`config.mk`:
```
export PLATFORM = sky130hd
export DESIGN_NAME = snitch_icache_refill_handler
export DESIGN_NICKNAME = d
export VERILOG_FILES = /design/src/rtl/snitch_icache_pkg.sv /design/src/rtl/snitch_icache_pending_table.sv /design/src/rtl/snitch_icache_refill_handler.sv
export SDC_FILE = /design/constraint.sdc
export NUM_CORES = 1
export LEC_CHECK = 0
export CAP_MARGIN = 15
export CELL_PAD_IN_SITES_DETAIL_PLACEMENT = 0
export CELL_PAD_IN_SITES_GLOBAL_PLACEMENT = 1
export CORE_AREA = 5 5 241 243
export CTS_CLUSTER_SIZE = 14
export DETAILED_ROUTE_END_ITERATION = 10
export DIE_AREA = 0 0 246 248
export PLACE_DENSITY = 0.73
export REMOVE_ABC_BUFFERS = 1
export SYNTH_ARGS = -nofsm -noshare
export SYNTH_HDL_FRONTEND = slang
export SYNTH_SLANG_ARGS = --single-unit
```
`constraint.sdc`:
```
create_clock -name clk_i -period 4.35 [get_ports clk_i]
set_input_delay 0.87 -clock clk_i [delete_from_list [all_inputs] [get_ports clk_i]]
set_output_delay 0.87 -clock clk_i [all_outputs]
set_load 0.01 [all_outputs]
```
`src/rtl/snitch_icache_pkg.sv`:
```
// Shared types for the Snitch instruction cache.
// Holds the cache configuration and the refill pending-table entry.
package snitch_icache_pkg;

  typedef struct packed {
    int unsigned FETCH_AW;
    int unsigned ID_WIDTH;
    int unsigned LINE_WIDTH;
    int unsigned LINE_ALIGN;
    int unsigned COUNT_ALIGN;
    int unsigned SET_ALIGN;
    int unsigned WAY_COUNT;
    int unsigned TAG_WIDTH;
    int unsigned PENDING_COUNT;
    int unsigned PENDING_IW;
  } config_t;

  localparam config_t DEFAULT_CFG = '{
    FETCH_AW:      32,
    ID_WIDTH:      4,
    LINE_WIDTH:    128,
    LINE_ALIGN:    4,
    COUNT_ALIGN:   5,
    SET_ALIGN:     2,
    WAY_COUNT:     4,
    TAG_WIDTH:     23,
    PENDING_COUNT: 2,
    PENDING_IW:    1
  };

  localparam int unsigned PT_LINE_W =
    DEFAULT_CFG.FETCH_AW - DEFAULT_CFG.LINE_ALIGN;
  localparam int unsigned PT_ID_W = DEFAULT_CFG.ID_WIDTH;

  typedef struct packed {
    logic                 valid;
    logic [PT_LINE_W-1:0] line;
    logic [PT_ID_W-1:0]   idmask;
  } pending_entry_t;

endpackage

```
`src/rtl/snitch_icache_pending_table.sv`:
```
// Outstanding-miss table: line CAM, lowest-free allocation,
// same-line coalescing and free-by-index on refill retire.
module snitch_icache_pending_table
  import snitch_icache_pkg::*;
#(
  parameter config_t CFG = DEFAULT_CFG
) (
  input  logic                                  clk_i,
  input  logic                                  rst_ni,
  input  logic [CFG.FETCH_AW-CFG.LINE_ALIGN-1:0] i_lookup_line,
  output logic                                  o_match,
  output logic [CFG.PENDING_IW-1:0]             o_match_idx,
  output logic                                  o_free,
  output logic [CFG.PENDING_IW-1:0]             o_free_idx,
  input  logic                                  i_coalesce,
  input  logic [CFG.ID_WIDTH-1:0]               i_coalesce_id,
  input  logic                                  i_alloc,
  input  logic [CFG.ID_WIDTH-1:0]               i_alloc_id,
  input  logic                                  i_retire,
  input  logic [CFG.PENDING_IW-1:0]             i_retire_idx,
  output logic                                  o_retire_valid,
  output logic [CFG.FETCH_AW-CFG.LINE_ALIGN-1:0] o_retire_line,
  output logic [CFG.ID_WIDTH-1:0]               o_retire_idmask
);

  localparam int unsigned PC  = CFG.PENDING_COUNT;
  localparam int unsigned PIW = CFG.PENDING_IW;

  pending_entry_t r_tab [PC];

  logic           w_match;
  logic [PIW-1:0] w_match_idx;
  logic           w_free;
  logic [PIW-1:0] w_free_idx;

  // CAM lookup and lowest-free search; descending loop lets index 0 win
  always_comb begin
    w_match     = 1'b0;
    w_match_idx = '0;
    w_free      = 1'b0;
    w_free_idx  = '0;
    for (int i = PC - 1; i >= 0; i--) begin
      if (r_tab[i].valid && r_tab[i].line == i_lookup_line) begin
        w_match     = 1'b1;
        w_match_idx = PIW'(i);
      end
      if (!r_tab[i].valid) begin
        w_free     = 1'b1;
        w_free_idx = PIW'(i);
      end
    end
  end

  assign o_match     = w_match;
  assign o_match_idx = w_match_idx;
  assign o_free      = w_free;
  assign o_free_idx  = w_free_idx;

  assign o_retire_valid  = r_tab[i_retire_idx].valid;
  assign o_retire_line   = r_tab[i_retire_idx].line;
  assign o_retire_idmask = r_tab[i_retire_idx].idmask;

  // Entry update; retire beats coalesce so a late joiner rides the retiring response
  always_ff @(posedge clk_i or negedge rst_ni) begin
    if (!rst_ni) begin
      for (int i = 0; i < PC; i++) r_tab[i] <= '0;
    end else begin
      for (int i = 0; i < PC; i++) begin
        if (i_alloc && w_free_idx == PIW'(i)) begin
          r_tab[i].valid  <= 1'b1;
          r_tab[i].line   <= i_lookup_line;
          r_tab[i].idmask <= i_alloc_id;
        end else if (i_retire && i_retire_idx == PIW'(i)) begin
          r_tab[i].valid <= 1'b0;
        end else if (i_coalesce && w_match_idx == PIW'(i)) begin
          r_tab[i].idmask <= r_tab[i].idmask | i_coalesce_id;
        end
      end
    end
  end

endmodule

```
`src/rtl/snitch_icache_refill_handler.sv`:
```
// L1 lookup consumer: forwards hits, tracks and coalesces misses,
// refills lines from L2, writes them into L1 and answers requesters.
module snitch_icache_refill_handler
  import snitch_icache_pkg::*;
#(
  parameter config_t CFG = DEFAULT_CFG
) (
  input  logic                        clk_i,
  input  logic                        rst_ni,
  input  logic [CFG.FETCH_AW-1:0]     in_req_addr_i,
  input  logic [CFG.ID_WIDTH-1:0]     in_req_id_i,
  input  logic                        in_req_hit_i,
  input  logic [CFG.LINE_WIDTH-1:0]   in_req_data_i,
  input  logic                        in_req_error_i,
  input  logic                        in_req_valid_i,
  output logic                        in_req_ready_o,
  output logic [CFG.LINE_WIDTH-1:0]   in_rsp_data_o,
  output logic                        in_rsp_error_o,
  output logic [CFG.ID_WIDTH-1:0]     in_rsp_id_o,
  output logic                        in_rsp_valid_o,
  input  logic                        in_rsp_ready_i,
  output logic [CFG.COUNT_ALIGN-1:0]  write_addr_o,
  output logic [CFG.SET_ALIGN-1:0]    write_set_o,
  output logic [CFG.LINE_WIDTH-1:0]   write_data_o,
  output logic [CFG.TAG_WIDTH-1:0]    write_tag_o,
  output logic                        write_error_o,
  output logic                        write_valid_o,
  input  logic                        write_ready_i,
  output logic [CFG.FETCH_AW-1:0]     out_req_addr_o,
  output logic [CFG.PENDING_IW-1:0]   out_req_id_o,
  output logic                        out_req_valid_o,
  input  logic                        out_req_ready_i,
  input  logic [CFG.LINE_WIDTH-1:0]   out_rsp_data_i,
  input  logic                        out_rsp_error_i,
  input  logic [CFG.PENDING_IW-1:0]   out_rsp_id_i,
  input  logic                        out_rsp_valid_i,
  output logic                        out_rsp_ready_o
);

  localparam int unsigned AW  = CFG.FETCH_AW;
  localparam int unsigned LA  = CFG.LINE_ALIGN;
  localparam int unsigned LW  = AW - LA;
  localparam int unsigned CA  = CFG.COUNT_ALIGN;
  localparam int unsigned SW  = CFG.SET_ALIGN;
  localparam int unsigned IDW = CFG.ID_WIDTH;
  localparam int unsigned PIW = CFG.PENDING_IW;
  localparam int unsigned DW  = CFG.LINE_WIDTH;

  logic [LW-1:0]  w_line;
  logic           w_match;
  logic [PIW-1:0] w_match_idx;
  logic           w_free;
  logic [PIW-1:0] w_free_idx;
  logic           w_ret_valid;
  logic [LW-1:0]  w_ret_line;
  logic [IDW-1:0] w_ret_idmask;
  logic           w_slot_free;
  logic           w_refill_fire;
  logic           w_wr_valid;
  logic           w_oreq_free;
  logic           w_miss;
  logic           w_hit_fire;
  logic           w_coalesce;
  logic           w_alloc;
  logic [IDW-1:0] w_rsp_id;

  logic           r_rsp_valid;
  logic [DW-1:0]  r_rsp_data;
  logic           r_rsp_error;
  logic [IDW-1:0] r_rsp_id;
  logic           r_oreq_valid;
  logic [AW-1:0]  r_oreq_addr;
  logic [PIW-1:0] r_oreq_id;
  logic [SW-1:0]  r_victim;

  assign w_line = in_req_addr_i[AW-1:LA];

  snitch_icache_pending_table #(
    .CFG (CFG)
  ) i_table (
    .clk_i           (clk_i),
    .rst_ni          (rst_ni),
    .i_lookup_line   (w_line),
    .o_match         (w_match),
    .o_match_idx     (w_match_idx),
    .o_free          (w_free),
    .o_free_idx      (w_free_idx),
    .i_coalesce      (w_coalesce),
    .i_coalesce_id   (in_req_id_i),
    .i_alloc         (w_alloc),
    .i_alloc_id      (in_req_id_i),
    .i_retire        (w_refill_fire),
    .i_retire_idx    (out_rsp_id_i),
    .o_retire_valid  (w_ret_valid),
    .o_retire_line   (w_ret_line),
    .o_retire_idmask (w_ret_idmask)
  );

  // Handshake decisions; a retiring refill owns the response slot
  always_comb begin
    w_slot_free   = !r_rsp_valid | in_rsp_ready_i;
    w_refill_fire = out_rsp_valid_i & write_ready_i & w_slot_free;
    w_wr_valid    = out_rsp_valid_i & w_slot_free;
    w_oreq_free   = !r_oreq_valid | out_req_ready_i;
    w_miss        = in_req_valid_i & !in_req_hit_i;
    w_hit_fire    = in_req_valid_i & in_req_hit_i
                  & w_slot_free & !w_refill_fire;
    w_coalesce    = w_miss & w_match;
    w_alloc       = w_miss & !w_match & w_free & w_oreq_free;
    w_rsp_id      = w_ret_idmask;
    if (w_coalesce && w_match_idx == out_rsp_id_i)
      w_rsp_id = w_ret_idmask | in_req_id_i;
  end

  assign in_req_ready_o  = w_hit_fire | w_coalesce | w_alloc;
  assign out_rsp_ready_o = w_refill_fire;
  assign write_valid_o   = w_wr_valid;
  assign write_addr_o    = w_wr_valid ? w_ret_line[CA-1:0] : '0;
  assign write_tag_o     = w_wr_valid ? w_ret_line[LW-1:CA] : '0;
  assign write_set_o     = w_wr_valid ? r_victim : '0;
  assign write_data_o    = w_wr_valid ? out_rsp_data_i : '0;
  assign write_error_o   = w_wr_valid & out_rsp_error_i;

  assign in_rsp_valid_o  = r_rsp_valid;
  assign in_rsp_data_o   = r_rsp_data;
  assign in_rsp_error_o  = r_rsp_error;
  assign in_rsp_id_o     = r_rsp_id;
  assign out_req_valid_o = r_oreq_valid;
  assign out_req_addr_o  = r_oreq_addr;
  assign out_req_id_o    = r_oreq_id;

  // Response register: refill data first, otherwise a hit
  always_ff @(posedge clk_i or negedge rst_ni) begin
    if (!rst_ni) begin
      r_rsp_valid <= 1'b0;
      r_rsp_data  <= '0;
      r_rsp_error <= 1'b0;
      r_rsp_id    <= '0;
    end else if (w_refill_fire) begin
      r_rsp_valid <= 1'b1;
      r_rsp_data  <= out_rsp_data_i;
      r_rsp_error <= out_rsp_error_i;
      r_rsp_id    <= w_rsp_id;
    end else if (w_hit_fire) begin
      r_rsp_valid <= 1'b1;
      r_rsp_data  <= in_req_data_i;
      r_rsp_error <= in_req_error_i;
      r_rsp_id    <= in_req_id_i;
    end else if (in_rsp_ready_i) begin
      r_rsp_valid <= 1'b0;
    end
  end

  // Refill request register: held stable until L2 accepts it
  always_ff @(posedge clk_i or negedge rst_ni) begin
    if (!rst_ni) begin
      r_oreq_valid <= 1'b0;
      r_oreq_addr  <= '0;
      r_oreq_id    <= '0;
    end else if (w_alloc) begin
      r_oreq_valid <= 1'b1;
      r_oreq_addr  <= {w_line, {LA{1'b0}}};
      r_oreq_id    <= w_free_idx;
    end else if (out_req_ready_i) begin
      r_oreq_valid <= 1'b0;
    end
  end

  // Round-robin victim way, advanced once per retired refill
  always_ff @(posedge clk_i or negedge rst_ni) begin
    if (!rst_ni) begin
      r_victim <= '0;
    end else if (w_refill_fire) begin
      if (r_victim == SW'(CFG.WAY_COUNT - 1)) r_victim <= '0;
      else r_victim <= r_victim + 1'b1;
    end
  end

  a_rsp_id_valid : assert property (
    @(posedge clk_i) disable iff (!rst_ni)
    out_rsp_valid_i |-> w_ret_valid
  );

endmodule

```
==> results_dict.tcl, run 1 <==
set metrics [dict create \
    status "finished, final reports clean" \
    p_total_mw 9.336 \
    crit_arrival_ns 3.32 \
    synthAdderAreaFrac_pct 0.1051 \
    ant_nets 0 \
    dr.pass1.iters 5 \
    synth_ff_type "dfrtp_1" \
    cts_resized 0 \
    grt_max_degree 145 \
    grt_first_pass_wirelength_um 79620 \
    port_buffers 624 \
    synth-xor-area-share_pct 3.897 \
    muxShareOfSynthArea_pct 10.20 \
    clk_pin_slew_ns 0.06 \
    min_period_ns 4.193 \
    dp.cells 2602 \
    async_flop_share_pct 100.0 \
    fin_cells 2659 \
    finish.net_count 2182 \
    cts_max_path_buffers 3 \
    setup_ws_ns 0.1569 \
    root_buffer "clkbuf_16" \
    via_per_inst 4.484 \
    synth.most_common_cell "nand2_1" \
    cts_tree "done" \
    cp.required_ns 3.48 \
    clock_latency_ns 0.58 \
    netlist_top_cells_area "dfrtp_1 (49%), nand2_1 (8.9%), mux2_1 (7.7%)" \
    grt_antenna_before_repair 8 \
    setup_viol 0 \
    drtIter0Drc 540 \
    hp-class "input port to asynchronous set/reset pin" \
    pre_cts_slack_ns 0.1538 \
    drive_gt1_share_pct 4.950 \
    synth_top_family_by_area "simple AND/OR/NAND/NOR gates" \
    ys_types 44 \
    slew_headroom_pct 41.00 \
    rows 87 \
    yosys.area_share.simple_pct 23.32 \
    dieArea_mm2 0.06101 \
    grt_overflow 0 \
    rsz0062_at_grt "no" \
    die_h_um 248 \
    crit_fanout 5 \
    syn_inst 1298 \
    grtUsageTotal_pct 16.81 \
    start_util_pct 21.37 \
    tightest_slew_ns 0.8850 \
    ys.warnings.count 0 \
    yosys_register_bits 232 \
    synthesis.area_mm2 0.01191 \
    cts_sinks 232 \
    max_freq_mhz 238.5 \
    power_frac_clock_pct 28.8 \
    combPwrFrac_pct 35.4 \
    yosys-top-cells-count "nand2_1 (283), dfrtp_1 (232), nor2_1 (158)" \
    grt_pass1_vias 12540 \
    power_density_mw_per_mm2 466.0 \
    ios 633 \
    drc_errors 0 \
    vdd_drop_max_v 0.0002219 \
    slew_viol_final 0 \
    p_int_mw 6.369 \
    cts_buffers 30 \
    netSwitchingFraction_pct 31.78 \
    yosysTopAreaCell "dfrtp_1" \
    place_hpwl_um 40670 \
    critPathLaunchType "input port" \
    ctsHoldBuffers 0 \
    fin_skew_ns 0.01515 \
    p_switching_mw 2.967 \
    routedWlPerCell_um 20.31 \
    whs_ns 0.2455 \
    max_cap_viol_count 0 \
    place_congestion 0.8474 \
    synth-compound-area-share_pct 9.276 \
    syn_area_per_cell_um2 9.176 \
    finalCritPeriodShare_pct 96.39 \
    cellLeakagePower_nw 8.567 \
    hold_violations 0 \
    synthToLayoutAreaGrowth_pct 68.23 \
    seqPwrFrac_pct 35.8 \
    vias 11920 \
    htree_num_levels 1 \
    final_util_pct 35.95 \
    core_mm2 0.05573 \
    post_cts_buffers 0 \
    crit_type "input port to primary output" \
    synth-edff-count 0 \
    yosysSeqAreaShare_pct 48.74 \
    end_kind "primary output" \
    wirelength_um 53990 \
    yosys.area.top_type_share_pct 48.74 \
    die_w_um 246 \
    fillers 5678 \
]
[logic make-up after synthesis]
group,Yosys count
xor+xnor,53
compound gates,170
mux,110
flops,232
buf+inv,119
fa+ha+maj,1
other cells,1
simple gates,612
[worst max-delay path, cell delays in order]
cell and delay [ns]:
clkdlybuf4s50_1 0.52, xnor2_1 0.26, nand4_1 0.23, nor4_2 0.40, nand2_1 0.12, and3_1 0.19
o22ai_1 0.12, clkdlybuf4s50_1 0.62
[per-stage QoR]
| stage | TNS, ns | instance area (µm²) |
|---|---|---|
| floorplan | -582.85 | 11430 |
| global placement | 0 | 18950 |
| CTS | 0 | 20030 |
| finish | 0 | 20040 |
| global route | 0 | 20030 |
| detailed placement | 0 | 18950 |
[cell type report]
| class | count | area [µm²] | share of cell area [%] |
|---|---|---|---|
| well taps | 756 | 945.9 | 4.721 |
| clock buffers | 43 | 869.6 | 4.340 |
| diodes | 4 | 10.01 | 0.04996 |
| repair buffers | 654 | 6544 | 32.66 |
| multi-input cells | 950 | 5622 | 28.06 |
| inverters | 10 | 37.54 | 0.1873 |
| flip-flops and latches | 232 | 5806 | 28.97 |
| clock inverters | 10 | 202.7 | 1.012 |
[path summary, 6_finish.rpt]
kind                            slack, ns                  to               start  cells after the start
worst max-delay path                 0.16      in_req_ready_o   in_req_addr_i[15]                      8
worst min-delay path                 0.25  out_req_addr_o[14]              rst_ni                      1
worst max register to register       1.78      in_rsp_id_o[0]      in_rsp_valid_o                      8
worst min register to register       0.49  out_req_addr_o[18]  out_req_addr_o[18]                      1
max in group asynchronous            3.02   i_table.r_tab[15]              rst_ni                      2
min in group clk_i                   0.49  out_req_addr_o[18]  out_req_addr_o[18]                      1
[power groups by stage]
stage / Sequential [mW] / Clock (mW) / Combinational [mW]
6_report: 3.34 / 2.69 / 3.31
5_1_grt: 3.44 / 2.87 / 3.58
4_1_cts: 3.34 / 2.79 / 3.36
3_5_place_dp: 3.37 / 0 / 3.34
3_3_place_gp: 3.34 / 0 / 3.31
2_1_floorplan: 3.46 / 0 / 1.31
[placed cells by master, fill, tap and decap left out, drive strengths merged]
master           n
a31oi          138
dfrtp          232
and2             1
o22a             4
nor4             6
xor2             8
a22o             4
nor3             1
diode            4
nand2b           4
bufinv           5
clkinvlp         1
clkdlybuf4s50  621
buf             33
mux2i           29
mux2            81
o21a             1
nor3b            2
xnor2           45
nand4           10
inv             10
o21ai            8
and3           133
a211o            1
clkbuf          43
a21o             1
o22ai            1
ha               1
nor2b            6
a21oi            1
nand2          283
a211oi           4
nand3            8
a32o             1
conb             4
nor2           158
o2bb2ai          2
clkinv           4
a31o             4
[routing by layer]
| layer | wire length (µm) | part of all wire (%) | vias to the layer above | GRT usage, % |
|---|---|---|---|---|
| met3 | 4500 | 8.3 | 83 | 5.438 |
| met1 | 21960 | 41 | 5786 | 20.43 |
| met5 | 38 | 0.070 | - | 0 |
| met4 | 1751 | 3.2 | 6 | 5.333 |
| met2 | 25740 | 48 | 432 | 28.42 |
| li1 | - | - | 5616 | - |
[sequential cells by signal, indices dropped and copies added, names as in the netlist]
| register | count |
|---|---|
| out_req_id_o | 1 |
| in_rsp_valid_o | 1 |
| in_rsp_data_o | 128 |
| i_table.r_tab | 66 |
| in_rsp_id_o | 4 |
| r_victim | 2 |
| in_rsp_error_o | 1 |
| out_req_valid_o | 1 |
| out_req_addr_o | 28 |
(Power assumes the default switching activity.)
==> inputs of run 2 (changes only) <==
--- a/config.mk
+++ b/config.mk
@@ -13,7 +13,7 @@
 export DETAILED_ROUTE_END_ITERATION = 10
 export DIE_AREA = 0 0 246 248
 export PLACE_DENSITY = 0.73
-export REMOVE_ABC_BUFFERS = 1
+export RECOVER_POWER = 50
 export SYNTH_ARGS = -nofsm -noshare
 export SYNTH_HDL_FRONTEND = slang
 export SYNTH_SLANG_ARGS = --single-unit
==> run 2 against run 1 <==
The flow now finishes with violations (max-capacitance violations, max-slew violations). Routed wire length shrank 3.1%. Sequential cell count did not move. Critical endpoint unchanged. First-iteration DRC count rose by 3.0%. Cell area is 0.23% lower. Largest cell class unchanged. Highest routed layer unchanged. Die area unchanged.
==> results_dict.tcl, run 2 (same netlist as run 1, synthesis figures left out) <==
set metrics [dict create \
    cts_sinks 232 \
    drc_errors 0 \
    grt_first_pass_wirelength_um 76070 \
    vias 11970 \
    mostFrequentLayoutCells "clkdlybuf4s50_1 (535), nand2_1 (282), dfrtp_1 (232), nor2_1 (158), a31oi_1 (138)" \
    slew_viol_final 275 \
    synthToLayoutAreaGrowth_pct 67.84 \
    cp_slowest_cell "dlygate4sd3_1" \
    max_cap_viol_count 2 \
    place_hpwl_um 39180 \
    crit_arrival_ns 3.16 \
    die_w_um 246 \
    hp-class "flop to flop" \
    crit_fanout 5 \
    setup_viol 0 \
    finalCritPeriodShare_pct 92.60 \
    wirelength_um 52320 \
    dieArea_mm2 0.06101 \
    tightest_slew_ns 3.191 \
    start_util_pct 21.37 \
    whs_ns 0.4885 \
    max_stage_delay_ns 0.64 \
    grt_pass1_vias 12130 \
    hold_violations 0 \
    clock_latency_ns 0.59 \
    grtUsageTotal_pct 15.78 \
    power_density_mw_per_mm2 452.1 \
    cts_buffers 30 \
    core_mm2 0.05573 \
    n_antenna_cell 0 \
    finish.net_count 2192 \
    port_buffers 624 \
    rows 87 \
    die_h_um 248 \
    rsz0062_at_grt "no" \
    critPathLaunchType "input port" \
    violations "max-capacitance violations, max-slew violations" \
    drtIter0Drc 556 \
    fin_skew_ns 0.02428 \
    dr.pass1.iters 5 \
    drive_gt1_share_pct 5.191 \
    grt_overflow 0 \
    fin_tns_setup_ns 0 \
    largest_reg_flops 128 \
    cellLeakagePower_nw 8.596 \
    final_common_cell "clkdlybuf4s50_1" \
    grt_antenna_before_repair 1 \
    post_cts_buffers 0 \
    root_buffer "clkbuf_16" \
    cts_max_path_buffers 3 \
    crit_chain "dlygate4sd3_1, xnor2_1, nand4_1, nor4_1, nand4_2, and3_1, o22ai_1, dlymetal6s2s_1" \
    fillers 5690 \
    clk_pin_slew_ns 0.06 \
    place_congestion 0.8613 \
    status "complete, but fails checks" \
    ant_nets 0 \
    cp.required_ns 3.48 \
    min_period_ns 4.028 \
    htree_num_levels 1 \
    via_per_inst 4.495 \
    routedWlPerCell_um 19.65 \
    cts_tree "done" \
    ios 633 \
    max_freq_mhz 248.3 \
    vdd_drop_max_v 0.0002780 \
    end_kind "primary output" \
    crit_type "input port to primary output" \
    slew_headroom_pct -112.8 \
    grt_max_degree 159 \
]
-- run 2: cell count changes in the layout (fill, tap and decap cells not counted), moves of 3 or more --
cell             delta
bufinv_16           -3
clkbuf_8            -5
dlygate4sd3_1      +85
buf_4               +7
diode_2             -4
clkdlybuf4s50_1    -86
-- run 2: critical path, delay by kind of cell --
family	cells	cell delay (ns)
buffers and inverters	2	0.87
AOI/OAI and AO/OA	1	0.17
and+or+nand+nor	4	1.04
xor gates and xnor gates	1	0.20
-- run 2: power by group --
group          switching (mW)  internal (mW)
Sequential              0.501           2.84
Clock                    1.01           1.42
Combinational            1.47           1.80
-- run 2: area by class of cell --
type	instances	area, µm²	share of cell area, %
timing repair buffer	664	6636	33.20
sequential	232	5806	29.04
multi-input combinational	950	5615	28.09
tap	756	945.9	4.732
clock buffer	40	808.3	4.043
clock inverter	11	141.4	0.7073
inverter	10	37.54	0.1878
-- run 2: layer usage --
layer	vias to the layer above	routed length, µm	global-route usage, %
met2	458	25670	27.21
li1	5638	-	-
met4	2	1262	4.266
met5	-	13	0
met1	5812	21630	19.92
met3	61	3739	3.737
-- run 2: worst paths after layout --
check,startpoint,endpoint,slack (ns),depth (start not counted)
setup / recovery,in_req_addr_i[8],in_req_ready_o,0.32,8
hold / removal,out_req_addr_o[24],out_req_addr_o[24],0.49,1
setup reg to reg,in_rsp_valid_o,in_rsp_error_o,0.98,8
max in group asynchronous,rst_ni,i_table.r_tab[65],1.17,1
min in group asynchronous,rst_ni,out_req_addr_o[16],1.30,1
hold reg to reg,out_req_addr_o[24],out_req_addr_o[24],0.49,1
-- run 2: what timing repair did --
item | CTS | global route
hold buffers | 0 | 0
resized for setup | 0 | 1
setup endpoints to repair | 0 | 1
-- run 2: per-stage QoR --
step / power [mW] / setup WS (ns) / util [%] / instances / instance area (µm²)
after floorplan: 4.786 / 1.294 / - / 1301 / 11920
after global placement: 6.693 / 0.01148 / 34.21 / 2612 / 19070
after detailed placement: 6.755 / 0.01941 / 34.21 / 2612 / 19070
after CTS: 9.257 / 0.02174 / 35.92 / 2663 / 20020
after global routing: 9.569 / 0.1668 / 35.87 / 2663 / 19990
final: 9.037 / 0.3219 / 35.87 / 2663 / 19990
==> inputs of run 3 (changes only) <==
--- a/config.mk
+++ b/config.mk
@@ -5,6 +5,7 @@
 export SDC_FILE = /design/constraint.sdc
 export NUM_CORES = 1
 export LEC_CHECK = 0
+export ABC_AREA = 0
 export CAP_MARGIN = 15
 export CELL_PAD_IN_SITES_DETAIL_PLACEMENT = 0
 export CELL_PAD_IN_SITES_GLOBAL_PLACEMENT = 1
==> results of run 3 <==
Final layout, timing and power as in run 2 (identical DEF).
==> variant, RTL diff (settings of run 2) <==
Put one more register stage on the output `in_rsp_error_o`, without a reset. The value now appears one clock later. The other outputs are not delayed to match.
--- a/src/rtl/snitch_icache_refill_handler.sv
+++ b/src/rtl/snitch_icache_refill_handler.sv
@@ -124,5 +124,7 @@
   assign in_rsp_valid_o  = r_rsp_valid;
   assign in_rsp_data_o   = r_rsp_data;
-  assign in_rsp_error_o  = r_rsp_error;
+  always_ff @(posedge clk_i) begin
+    in_rsp_error_o <= r_rsp_error;
+  end
   assign in_rsp_id_o     = r_rsp_id;
   assign out_req_valid_o = r_oreq_valid;
Formal check against the unedited RTL: not equivalent (a bounded check fails within 4 cycles, from zero or initial values and one cycle with rst_ni low).
==> variant against run 2 <==
The run still ends with capacitance limit, slew limit left; wire length rose by 1.8%; non-clock buffer count rose by 11; maximum frequency rose by 1.8%; worst setup slack improved by 70 ps; design area rose by 1.1%; sequential share of layout area fell by 0.22 points; combinational power rose by 2%; power rose by 3.1%; clock power rose by 8.2%; sequential cell count rose by 1; area after synthesis fell by 0.47%; utilization rose by 0.40 points; critical path depth rose by 1.
==> variant: results (changes against run 2) <==
set qor(max_cap_violations) 2 ;# unchanged
set qor(leakage_nw) 8.72 ;# +1.5%
set qor(area_share_of_fa_ha_maj_cells_after_synthesis_pct) 0.106 ;# +0.00050 points
set qor(globalplace.congestion) 0.865 ;# +0.41%
set qor(post_drt_wl_per_cell_um) 19.9 ;# +1.5%
set qor(dp.cells) 2615 ;# +0.11%
set qor(synth.area.mux_share_pct) 10.8 ;# +0.57 points
set qor(place_worst_setup_slack_ps) -110 ;# -129 ps
set qor(drtIter0Drc) 603 ;# +8.5%
set qor(detail_route.wirelength.met1_um) 21700 ;# +0.41%
set qor(failing_checks) {capacitance limit, slew limit}
set qor(post_drt_via_cell_ratio) 4.45 ;# -0.91%
set qor(worstHoldEndpoint) {in_rsp_error_o}
set qor(hpwlAfterDp_um) 39900 ;# +1.9%
set qor(timing.final.max_slew_violations) 280 ;# +1.8%
set qor(hold_start) {r_rsp_error}
set qor(crit_slowest_cell) {clkdlybuf4s50_1}
set qor(wl_met3_um) 3580 ;# -4.4%
set qor(ys_top_cells_by_area) {dfrtp_1, nand2_1, mux2_2}
set qor(timing.reg2reg.setup_slack_ps) 860 ;# -120 ps
set qor(synthXorXnorAreaFrac_pct) 4.14 ;# +0.24 points
set qor(outcome) {finished, violations left}
set qor(final_core_util_pct) 36.3 ;# +0.40 points
set qor(grt_first_pass_wirelength_um) 78300 ;# +3.0%
set qor(clock_skew_ps) 17.0 ;# -7.28 ps
set qor(layout-drive-gt1-share_pct) 10.7 ;# +5.5 points
set qor(rr_endpoint) {in_rsp_data_o[7]}
set qor(fillers) 5630 ;# -1.1%
set qor(groute.layer.met3.usage_pct) 4.15 ;# +0.41 points
set qor(synth_compound_area_share_pct) 9.02 ;# -0.25 points
[variant: cell count changes after synthesis, sizes merged, moves of 3 or more]
| cell | before | now |
|---|---|---|
| a31oi | 138 | 133 |
| buf | 34 | 16 |
| clkbuf | 75 | 92 |
| mux2 | 81 | 84 |
| mux2i | 29 | 33 |
| nand2 | 283 | 278 |
| nand3 | 8 | 5 |
| o22a | 4 | 0 |
| xnor2 | 45 | 33 |
| xor2 | 8 | 23 |
[variant: final cells by class]
cell class	count	area share [%]
inverter	8	0.149
sequential	233	28.8
tap	756	4.68
multi-input combinational	943	27.8
timing repair buffer	675	33.4
clock inverter	15	0.966
clock buffer	39	4.17
antenna	2	0.0248
[variant: cell families after synthesis]
logic type,Yosys count
buf+inv,116
compound gates,162
flops,233
fa+ha+maj,1
other cells,1
mux,117
xor+xnor,56
simple gates,603
[variant: power groups by stage]
stage               clock network, mW  registers (mW)  logic [mW]
floorplan                           0            3.48        1.40
global placement                    0            3.37        3.45
detailed placement                  0            3.40        3.48
CTS                              2.72            3.37        3.51
global route                     2.81            3.45        3.60
finish                           2.63            3.35        3.33
[variant: how the worst max path moves through the flow]
| stage | depth (start not counted) | slack, ps | start | end |
|---|---|---|---|---|
| after floorplan | 6 | 1310 | in_req_addr_i[26] | in_req_ready_o |
| after global placement | 9 | -90 | in_req_addr_i[8] | in_req_ready_o |
| after detailed placement | 9 | -110 | in_req_addr_i[9] | in_req_ready_o |
| after CTS | 9 | 70 | in_req_addr_i[8] | in_req_ready_o |
| after global routing | 9 | 170 | in_rsp_ready_i | in_rsp_data_o[7] |
| final | 9 | 390 | in_req_addr_i[9] | in_req_ready_o |
[variant: what timing repair did]
action	4_1_cts	5_1_grt
resized for setup	3	2
setup endpoints to repair	1	1
pin swaps	1	1
